===== src/rtl/lm70_spi_responder_pkg.sv =====
// Shared definitions for the LM70 SPI responder model.
//   state_e         : responder FSM states
//   FRAME_BITS      : bits per read frame and per configuration write
//   CMD_SHUTDOWN    : configuration low byte that enters shutdown
//   CMD_CONTINUOUS  : configuration low byte that returns to continuous conversion
//   ID_WORD_DEFAULT : frame returned while in shutdown
package lm70_spi_responder_pkg;

    typedef enum logic [1:0] {
        StIdle  = 2'b00,
        StRead  = 2'b01,
        StWrite = 2'b10,
        StDone  = 2'b11
    } state_e;

    localparam int unsigned FRAME_BITS      = 16;
    localparam logic [4:0]  LAST_BIT        = 5'(FRAME_BITS - 1);
    localparam logic [7:0]  CMD_SHUTDOWN    = 8'hFF;
    localparam logic [7:0]  CMD_CONTINUOUS  = 8'h00;
    localparam logic [15:0] ID_WORD_DEFAULT = 16'h8100;

endpackage


===== src/rtl/lm70_spi_responder_spi_in_sync.sv =====
// N-stage input synchronizer with rise/fall detection on the synchronized value.
//   clk, rst_n : block clock, asynchronous active-low reset
//   din        : asynchronous input pin
//   dout       : synchronized level
//   rise, fall : single-clk pulses on synchronized edges
module lm70_spi_responder_spi_in_sync #(
    parameter int unsigned STAGES    = 2,
    parameter logic        RESET_VAL = 1'b0
) (
    input  logic clk,
    input  logic rst_n,
    input  logic din,
    output logic dout,
    output logic rise,
    output logic fall
);

    logic [STAGES-1:0] sync_q;
    logic              prev_q;

    always_ff @(posedge clk or negedge rst_n) begin
        if (!rst_n) begin
            sync_q <= {STAGES{RESET_VAL}};
            prev_q <= RESET_VAL;
        end else begin
            sync_q <= {sync_q[STAGES-2:0], din};
            prev_q <= sync_q[STAGES-1];
        end
    end

    always_comb begin
        dout = sync_q[STAGES-1];
        rise = sync_q[STAGES-1] & ~prev_q;
        fall = ~sync_q[STAGES-1] & prev_q;
    end

endmodule


===== src/rtl/lm70_spi_responder.sv =====
// Behavioural LM70 temperature sensor, SPI side. Shifts out a 16-bit frame on the
// controller's SCK falling edges, then accepts an optional 16-bit configuration write.
//   clk, rst_n          : block clock (>= 4x SCK), asynchronous active-low reset
//   cs_n_i, sck_i       : chip select and serial clock from the controller
//   sio_i               : SIO as driven by the controller
//   sio_o, sio_oe       : SIO data / drive enable from the responder
//   temp_i, temp_load_i : temperature (0.25 C/LSB) and its load strobe
//   shutdown_o          : current shutdown mode
//   frame_done_o        : pulse on a completed 16-bit read
//   write_done_o        : pulse on a completed 16-bit write
module lm70_spi_responder
    import lm70_spi_responder_pkg::*;
#(
    parameter logic [15:0] ID_WORD     = ID_WORD_DEFAULT,
    parameter logic [4:0]  TRAIL_BITS  = 5'b11111,
    parameter int unsigned SYNC_STAGES = 2
) (
    input  logic        clk,
    input  logic        rst_n,
    input  logic        cs_n_i,
    input  logic        sck_i,
    input  logic        sio_i,
    output logic        sio_o,
    output logic        sio_oe,
    input  logic [10:0] temp_i,
    input  logic        temp_load_i,
    output logic        shutdown_o,
    output logic        frame_done_o,
    output logic        write_done_o
);

    localparam int unsigned WARM_CYCLES = SYNC_STAGES + 1;
    localparam int unsigned WARM_W      = $clog2(WARM_CYCLES + 1);

    logic cs_s, cs_rise, cs_fall;
    logic sck_s, sck_rise, sck_fall;
    logic sio_s, sio_rise, sio_fall;

    lm70_spi_responder_spi_in_sync #(.STAGES(SYNC_STAGES), .RESET_VAL(1'b1)) u_cs_sync (
        .clk  (clk),
        .rst_n(rst_n),
        .din  (cs_n_i),
        .dout (cs_s),
        .rise (cs_rise),
        .fall (cs_fall)
    );

    lm70_spi_responder_spi_in_sync #(.STAGES(SYNC_STAGES), .RESET_VAL(1'b0)) u_sck_sync (
        .clk  (clk),
        .rst_n(rst_n),
        .din  (sck_i),
        .dout (sck_s),
        .rise (sck_rise),
        .fall (sck_fall)
    );

    lm70_spi_responder_spi_in_sync #(.STAGES(SYNC_STAGES), .RESET_VAL(1'b0)) u_sio_sync (
        .clk  (clk),
        .rst_n(rst_n),
        .din  (sio_i),
        .dout (sio_s),
        .rise (sio_rise),
        .fall (sio_fall)
    );

    state_e           state_q, state_d;
    logic [15:0]      tx_q;
    logic [15:0]      rx_q, rx_next;
    logic [4:0]       bit_cnt_q;
    logic [10:0]      temp_hold_q;
    logic             shutdown_q;
    logic             frame_done_q, write_done_q;
    logic [WARM_W-1:0] warm_q;
    logic             sync_ready;
    logic [15:0]      frame_word;
    logic             last_bit;
    logic             unused_sig;

    // The CS synchronizer presets to "deselected", so if CS is already low when reset
    // releases, the flush of the preset looks like a falling edge. Ignore CS edges until
    // the chain holds only real pin samples.
    assign sync_ready = (warm_q == WARM_W'(WARM_CYCLES));
    assign last_bit   = (bit_cnt_q == LAST_BIT);
    assign frame_word = shutdown_q ? ID_WORD : {temp_hold_q, TRAIL_BITS};
    assign rx_next    = {rx_q[14:0], sio_s};
    assign unused_sig = sio_rise ^ sio_fall ^ sck_s ^ rx_q[15];

    // State register
    always_ff @(posedge clk or negedge rst_n) begin
        if (!rst_n) begin
            state_q <= StIdle;
        end else begin
            state_q <= state_d;
        end
    end

    // Next state; a CS rising edge overrides any SCK edge in the same clk
    always_comb begin
        state_d = state_q;
        if (cs_rise) begin
            state_d = StIdle;
        end else begin
            unique case (state_q)
                StIdle:  if (cs_fall && sync_ready) state_d = StRead;
                StRead:  if (sck_fall && last_bit)  state_d = StWrite;
                StWrite: if (sck_rise && last_bit)  state_d = StDone;
                StDone:  state_d = StDone;
            endcase
        end
    end

    // Outputs
    always_comb begin
        sio_oe       = (state_q == StRead);
        sio_o        = tx_q[15];
        shutdown_o   = shutdown_q;
        frame_done_o = frame_done_q;
        write_done_o = write_done_q;
    end

    // Datapath: shift registers, bit counter, mode, pulses
    always_ff @(posedge clk or negedge rst_n) begin
        if (!rst_n) begin
            tx_q         <= '0;
            rx_q         <= '0;
            bit_cnt_q    <= '0;
            temp_hold_q  <= '0;
            shutdown_q   <= 1'b0;
            frame_done_q <= 1'b0;
            write_done_q <= 1'b0;
            warm_q       <= '0;
        end else begin
            frame_done_q <= 1'b0;
            write_done_q <= 1'b0;
            if (!sync_ready) begin
                warm_q <= warm_q + WARM_W'(1);
            end
            if (temp_load_i && cs_s) begin
                temp_hold_q <= temp_i;
            end
            if (cs_rise) begin
                bit_cnt_q <= '0;
            end else begin
                unique case (state_q)
                    StIdle: begin
                        if (cs_fall && sync_ready) begin
                            tx_q      <= frame_word;
                            bit_cnt_q <= '0;
                        end
                    end
                    StRead: begin
                        if (sck_fall) begin
                            tx_q <= {tx_q[14:0], 1'b0};
                            if (last_bit) begin
                                bit_cnt_q    <= '0;
                                frame_done_q <= 1'b1;
                            end else begin
                                bit_cnt_q <= bit_cnt_q + 5'd1;
                            end
                        end
                    end
                    StWrite: begin
                        if (sck_rise) begin
                            rx_q <= rx_next;
                            if (last_bit) begin
                                bit_cnt_q    <= '0;
                                write_done_q <= 1'b1;
                                if (rx_next[7:0] == CMD_SHUTDOWN) begin
                                    shutdown_q <= 1'b1;
                                end else if (rx_next[7:0] == CMD_CONTINUOUS) begin
                                    shutdown_q <= 1'b0;
                                end
                            end else begin
                                bit_cnt_q <= bit_cnt_q + 5'd1;
                            end
                        end
                    end
                    StDone: begin
                        bit_cnt_q <= bit_cnt_q;
                    end
                endcase
            end
        end
    end

endmodule


===== config.mk =====
export PLATFORM = sky130hd
export DESIGN_NAME = lm70_spi_responder
export DESIGN_NICKNAME = d
export VERILOG_FILES = /design/src/rtl/lm70_spi_responder_pkg.sv /design/src/rtl/lm70_spi_responder_spi_in_sync.sv /design/src/rtl/lm70_spi_responder.sv
export SDC_FILE = /design/constraint.sdc
export NUM_CORES = 1
export LEC_CHECK = 0
export ABC_AREA = 0
export CORE_ASPECT_RATIO = 2
export CORE_MARGIN = 3
export CORE_UTILIZATION = 57
export CTS_CLUSTER_DIAMETER = 30
export CTS_CLUSTER_SIZE = 10
export DETAILED_ROUTE_END_ITERATION = 10
export PLACE_DENSITY = 0.81
export SLEW_MARGIN = 25
export SYNTH_ARGS = -nofsm -noshare
export SYNTH_HDL_FRONTEND = slang
export SYNTH_SLANG_ARGS = --single-unit

===== constraint.sdc =====
create_clock -name clk -period 2.42 [get_ports clk]
set_clock_uncertainty 0.15 [all_clocks]
set_input_delay 0.484 -clock clk [delete_from_list [all_inputs] [get_ports clk]]
set_output_delay 0.484 -clock clk [all_outputs]
set_load 0.03 [all_outputs]

# Yosys cells after proc, flatten, opt, wreduce, memory -nomap -nowiden
# Index checks and enable logic that the tools add are counted.
[op_classes]
n_addsub = 2
reduce_logical = 13
mux = 24
bitwise = 9
eq_ne = 14
[ops]
columns = ["op", "count"]
rows = [
  ["16-bit two-way mux", 3],
  ["16-bit one-hot mux with 2 select lines", 1],
  ["5-bit two-way mux", 5],
  ["5-bit one-hot mux with 3 select lines", 1],
  ["1-bit two-way mux", 9],
  ["3-bit != test (second input constant)", 3],
  ["8-bit == test (second input constant)", 1],
  ["8-bit logical NOT", 1],
  ["2-bit two-way mux", 4],
  ["2-bit one-hot mux with 4 select lines", 1],
  ["4-bit AND reduction", 2],
  ["2-bit == test (second input constant)", 3],
  ["3-bit by 1-bit != test with 1-bit output (second input constant)", 2],
  ["3-bit AND reduction", 2],
  ["5-bit by 1-bit adder with 5-bit output (second input constant)", 1],
  ["5-bit by 4-bit == test with 1-bit output (second input constant)", 1],
  ["1-bit NOT", 5],
  ["5-bit AND reduction", 1],
  ["1-bit bitwise AND", 4],
  ["1-bit logical AND", 4],
  ["2-bit != test (second input constant)", 2],
  ["2-bit nonzero test", 2],
  ["2-bit by 1-bit adder with 2-bit output (second input constant)", 1],
  ["2-bit by 1-bit == test with 1-bit output (second input constant)", 1],
  ["other kinds (2)", 2],
]
[word_totals]
word_cells = 76
inputBits = 17
ff_bits = 54

# Depth between registers and ports, before layout
[logic_depth]
ltp_word = 6
mapped_depth = 7
ltp_nobuf = 6

# By module
# From an unflattened synthesis, not the netlist that was laid out.
[hier_totals]
hier_cells = 199
hier_area_um2 = 2352.3
[modules_own_cells]
columns = ["mod", "seq_area_each_um2", "area_each_um2", "cells_per_inst", "n_inst"]
rows = [
  ["lm70_spi_responder", 1151.1, 2078.2, 184, 1],
  ["lm70_spi_responder_spi_in_sync at u_sck_sync ...", 75.1, 90.1, 5, 2],
  ["lm70_spi_responder_spi_in_sync at u_cs_sync", 78.8, 93.8, 5, 1],
]

# Least setup slack after synthesis
# No wires, ideal clock.
[synth_timing]
path_type = "register -> register"
start = "reg state_q[1]"
end = "reg tx_q[13]"
required_time_ps = 2143
slack_ps = 249
path_buffers = 1
stages_incl_launch_ff = 8
t_arrival_ps = 1894
period_less_slack_ps = 2171
path_cell_list = "dfrtp_1 inv_1 ha_1 nand2b_1 a21oi_1 nor2_2 buf_6 mux2_1"
[synth_via]
elab_chain_len = 3
word_cells_on_any_way = 7
classes_between = "eq/ne (3); mux (1); reduce/logical (3)"
[synth_rtl]
columns = ["item", "line_no", "rtl"]
rows = [
  ["from (decl)", "lm70_spi_responder.sv:66", "state_e state_q, state_d;"],
  ["from (signal assigned)", "lm70_spi_responder.sv:91", "state_q <= StIdle;"],
  ["from (signal assigned)", "lm70_spi_responder.sv:93", "state_q <= state_d;"],
  ["2-bit by 1-bit == test with 1-bit output (*)", "-", ""],
  ["named net sio_oe", "lm70_spi_responder.sv:24", "output logic sio_oe,"],
  ["2-bit by 1-bit != test with 1-bit output (no source line) or 2-bit nonzero test (tied branches)", "-", ""],
  ["4-bit AND reduction (no source line)", "-", ""],
  ["to (signal assigned)", "lm70_spi_responder.sv:147", "tx_q <= frame_word;"],
  ["to (signal assigned)", "lm70_spi_responder.sv:153", "tx_q <= {tx_q[14:0], 1'b0};"],
  ["to (decl)", "lm70_spi_responder.sv:67", "logic [15:0] tx_q;"],
]
# The timed path passes the listed nets; every way through them passes the cells marked *.
# A chain may end at the register's enable or synchronous reset.

# Worst setup path after layout
[layout_timing]
start = "reg state_q[1]"
end = "out sio_oe"
[layout_via]
elab_chain_len = 1
[layout_rtl]
columns = ["item", "line_no", "rtl"]
rows = [
  ["2-bit by 1-bit == test with 1-bit output", "lm70_spi_responder.sv:114", "sio_oe = (state_q == StRead);"],
  ["to (decl)", "lm70_spi_responder.sv:24", ""],
]
# Every way passes these cells.

==> flow_summary.json <==
{
  "outcome": "complete, no violations",
  "final_common_cell": "dfrtp_1",
  "start_kind": "flop",
  "power_density_nw_per_um2": 976,
  "synthCells": 193,
  "p_comb_share_pct": 32.8,
  "cts.sinks": 54,
  "finalWirelength_mm": 4.48,
  "path_clk_slew_ns": 0.10,
  "nNetsFinal": 245,
  "die_h_um": 99.1,
  "dpl_cell_area_um2": 2730,
  "fmax_ghz": 0.450,
  "vias": 1638,
  "post-cts-setup-buffers": 0,
  "hp-class": "flop to flop",
  "track_usage_pct": 19.4,
  "yosys.area_share.adder_pct": 3.55,
  "p_int_mw": 1.85,
  "ctsResizeCount": 0,
  "drv_cap": 0,
  "syn-num-nets": 217,
  "synth-xor-area-share_pct": 0.355,
  "area_delta_synth_final_pct": 15.4,
  "slew_violations": 0,
  "rr_worst_depth": 5,
  "hpwlAfterDp_mm": 3.33,
  "power_switching_uw": 933,
  "synth-seq-area-share_pct": 54.9,
  "critPathArrivalTime_ns": 1.59,
  "gr-total-overflow": 0,
  "antenna_found_initial": 0,
  "rows": 33,
  "hold_ws_ns": 0.211,
  "grt_max_degree": 25,
  "cts_hold_buf": 1,
  "wl_per_cell_um": 16.4,
  "synthMuxAreaShare_pct": 16.3,
  "fp.dieArea_um2": 5200,
  "numCtsBuffers": 5,
  "final_cell_mix": "51 x dfrtp_1, 25 x mux2_2, 19 x clkdlybuf4s50_1",
  "pin_count": 22,
  "timing.final.hold_violations": 0,
  "worstSetupPathType": "flop to primary output",
  "finalInstanceArea_um2": 2850,
  "synth_top_family_by_area": "multiplexers",
  "io_buffers": 21,
  "ys.warnings.count": 0,
  "synth_edf_count": 0,
  "clock_latency_ns": 0.30,
  "ant_nets": 0,
  "first_iter_violations": 28,
  "critPathRequiredTime_ns": 1.79,
  "grt_pass1_wl_mm": 7.58,
  "crit_start": "state_q[1]",
  "cts_tree": "built",
  "drcViolationCount": 0,
  "setup_slack_ns": 0.200,
  "first_pass_iters": 4,
  "gp_congestion": 0.917,
  "coreArea_um2": 4130,
  "setup.worst_path.end": "sio_oe",
  "cts_root_buffer": "clkbuf_8",
  "swShare_pct": 33.6,
  "fin_tns_setup_ns": 0,
  "synth_seq_cells": 54,
  "synthSimpleGateAreaFrac_pct": 11.6,
  "syn-cell-area_um2": 2470,
  "h-tree-depth": 2,
  "start_util_pct": 59.8,
  "fin_util_pct": 69.0,
  "pwr-share-seq_pct": 47.4,
  "min_period_over_period_pct": 91.7,
  "grt_pass1_vias": 1719,
  "clockBufferDepth": 2,
  "die_w_um": 52.5,
  "netlist-cell-type-count": 46,
  "antenna_cells": 0,
  "dp_slack_ns": 0.405,
  "layout_min_cycle_time_ns": 2.22,
  "setup-violations-final": 0,
  "synth_compound_area_share_pct": 10.4,
  "timing.rr.start": "bit_cnt_q[0]",
  "tightest_slew_ns": 0.534,
  "path_cells": "inv_1 -> ha_1 -> buf_4 -> buf_4",
  "critPathCaptureType": "primary output",
  "drive_gt1_share_pct": 23.0,
  "synth_async_sr_flop_share_pct": 100,
  "avgSynthCellArea_um2": 12.8,
  "r2r_end": "state_q[1]",
  "crit_path_top_delay_cell": "dfrtp_1",
  "synth_flop_cell": "dfrtp_1",
  "cpPeakStageDelay_ns": 0.42,
  "r2r_slack_ns": 0.37,
  "path_common_cell": "buf_4",
  "cp_max_fo": 19,
  "rsz0062_at_grt": "false",
  "power_frac_clock_pct": 19.8,
  "ir_drop_mv": 0.672,
  "viasPerCell": 5.98,
  "leakage_nw": 1.30,
  "slew_headroom_pct": 64.2
}
-- worst min path at each step --
stage	start	end	slack [ns]	depth (start not counted)
after CTS	u_sio_sync.sync_q[0]	u_sio_sync.sync_q[1]	0.21	0
after floorplan	rst_n	bit_cnt_q[0]	0.04	0
after global placement	u_sio_sync.sync_q[0]	u_sio_sync.sync_q[1]	0.18	0
after detailed placement	u_sio_sync.sync_q[0]	u_sio_sync.sync_q[1]	0.19	0
final	u_sio_sync.sync_q[0]	u_sio_sync.sync_q[1]	0.21	0
after global routing	u_sck_sync.sync_q[0]	u_sck_sync.sync_q[1]	0.22	0
-- worst max-delay path: cells and delay by family (launching register included) --
kind / cells / cell delay, ns
buf+inv: 3 / 0.60
flops: 1 / 0.42
fa+ha+maj: 1 / 0.27
-- synthesized netlist by cell type (2+ instances only) --
cell / count / area [um2]
dfrtp_1: 51 / 1280
mux2_2: 25 / 282
a22o_1: 10 / 87.6
inv_1: 8 / 30.0
nand2_1: 8 / 30.0
nor2_1: 8 / 30.0
a21oi_1: 7 / 35.0
ha_1: 7 / 87.6
mux2_1: 5 / 56.3
mux2i_1: 5 / 50.1
nand2b_1: 4 / 25.0
nand3_1: 4 / 20.0
o21ai_0: 4 / 20.0
buf_2: 3 / 15.0
dfstp_2: 3 / 78.8
nand4_1: 3 / 18.8
and3_1: 2 / 12.5
buf_6: 2 / 22.5
nand4b_1: 2 / 17.5
nor3_1: 2 / 10.0
nor4_1: 2 / 12.5
o211ai_1: 2 / 15.0
o22a_1: 2 / 17.5
or3_1: 2 / 12.5
-- kinds of logic (layout without fill, tap and decap cells) --
family,count (synthesis),after routing
compound gates,34,34
xor+xnor,1,1
fa+ha+maj,7,7
buf+inv,14,43
flops,54,54
mux,36,36
simple gates,47,47
-- per-stage QoR --
step | total power, mW | std cells
6_report | 2.78 | 274
5_1_grt | 2.94 | 274
4_1_cts | 2.80 | 274
3_5_place_dp | 2.23 | 265
3_3_place_gp | 2.15 | 265
2_1_floorplan | 1.97 | 193
-- layout make-up --
| class | count | area [um2] |
|---|---|---|
| clock buffers | 7 | 96.3 |
| flip-flops and latches | 54 | 1360 |
| clock inverters | 1 | 8.76 |
| inverters | 8 | 30.0 |
| repair buffers | 27 | 250 |
| fillers | 308 | 1280 |
| multi-input cells | 125 | 1040 |
| well taps | 52 | 65.1 |
-- routing by layer --
| layer | global-route usage [%] | wire (um) | up-vias |
|---|---|---|---|
| met1 | 20.9 | 1720 | 829 |
| li1 | - | - | 754 |
| met5 | 0 | 0 | - |
| met3 | 2.87 | 124 | 12 |
| met2 | 33.9 | 2490 | 43 |
| met4 | 11.4 | 146 | 0 |
-- power groups by stage --
stage               Sequential (mW)  Combinational [mW]  Clock [mW]
floorplan                      1.29               0.682           0
global placement               1.31               0.846           0
detailed placement             1.33               0.907           0
CTS                            1.31               0.915       0.567
global route                   1.34                1.00       0.597
finish                         1.32               0.912       0.549
-- state kept, by name (all words and copies together), names as in the netlist, 2 cells and up --
signal,count
bit_cnt_q,5
rx_q,7
state_q,2
temp_hold_q,11
tx_q,16
u_cs_sync.sync_q,2
u_sck_sync.sync_q,2
u_sio_sync.sync_q,2
warm_q,2
Note: power is estimated with default switching activity, not from simulation.
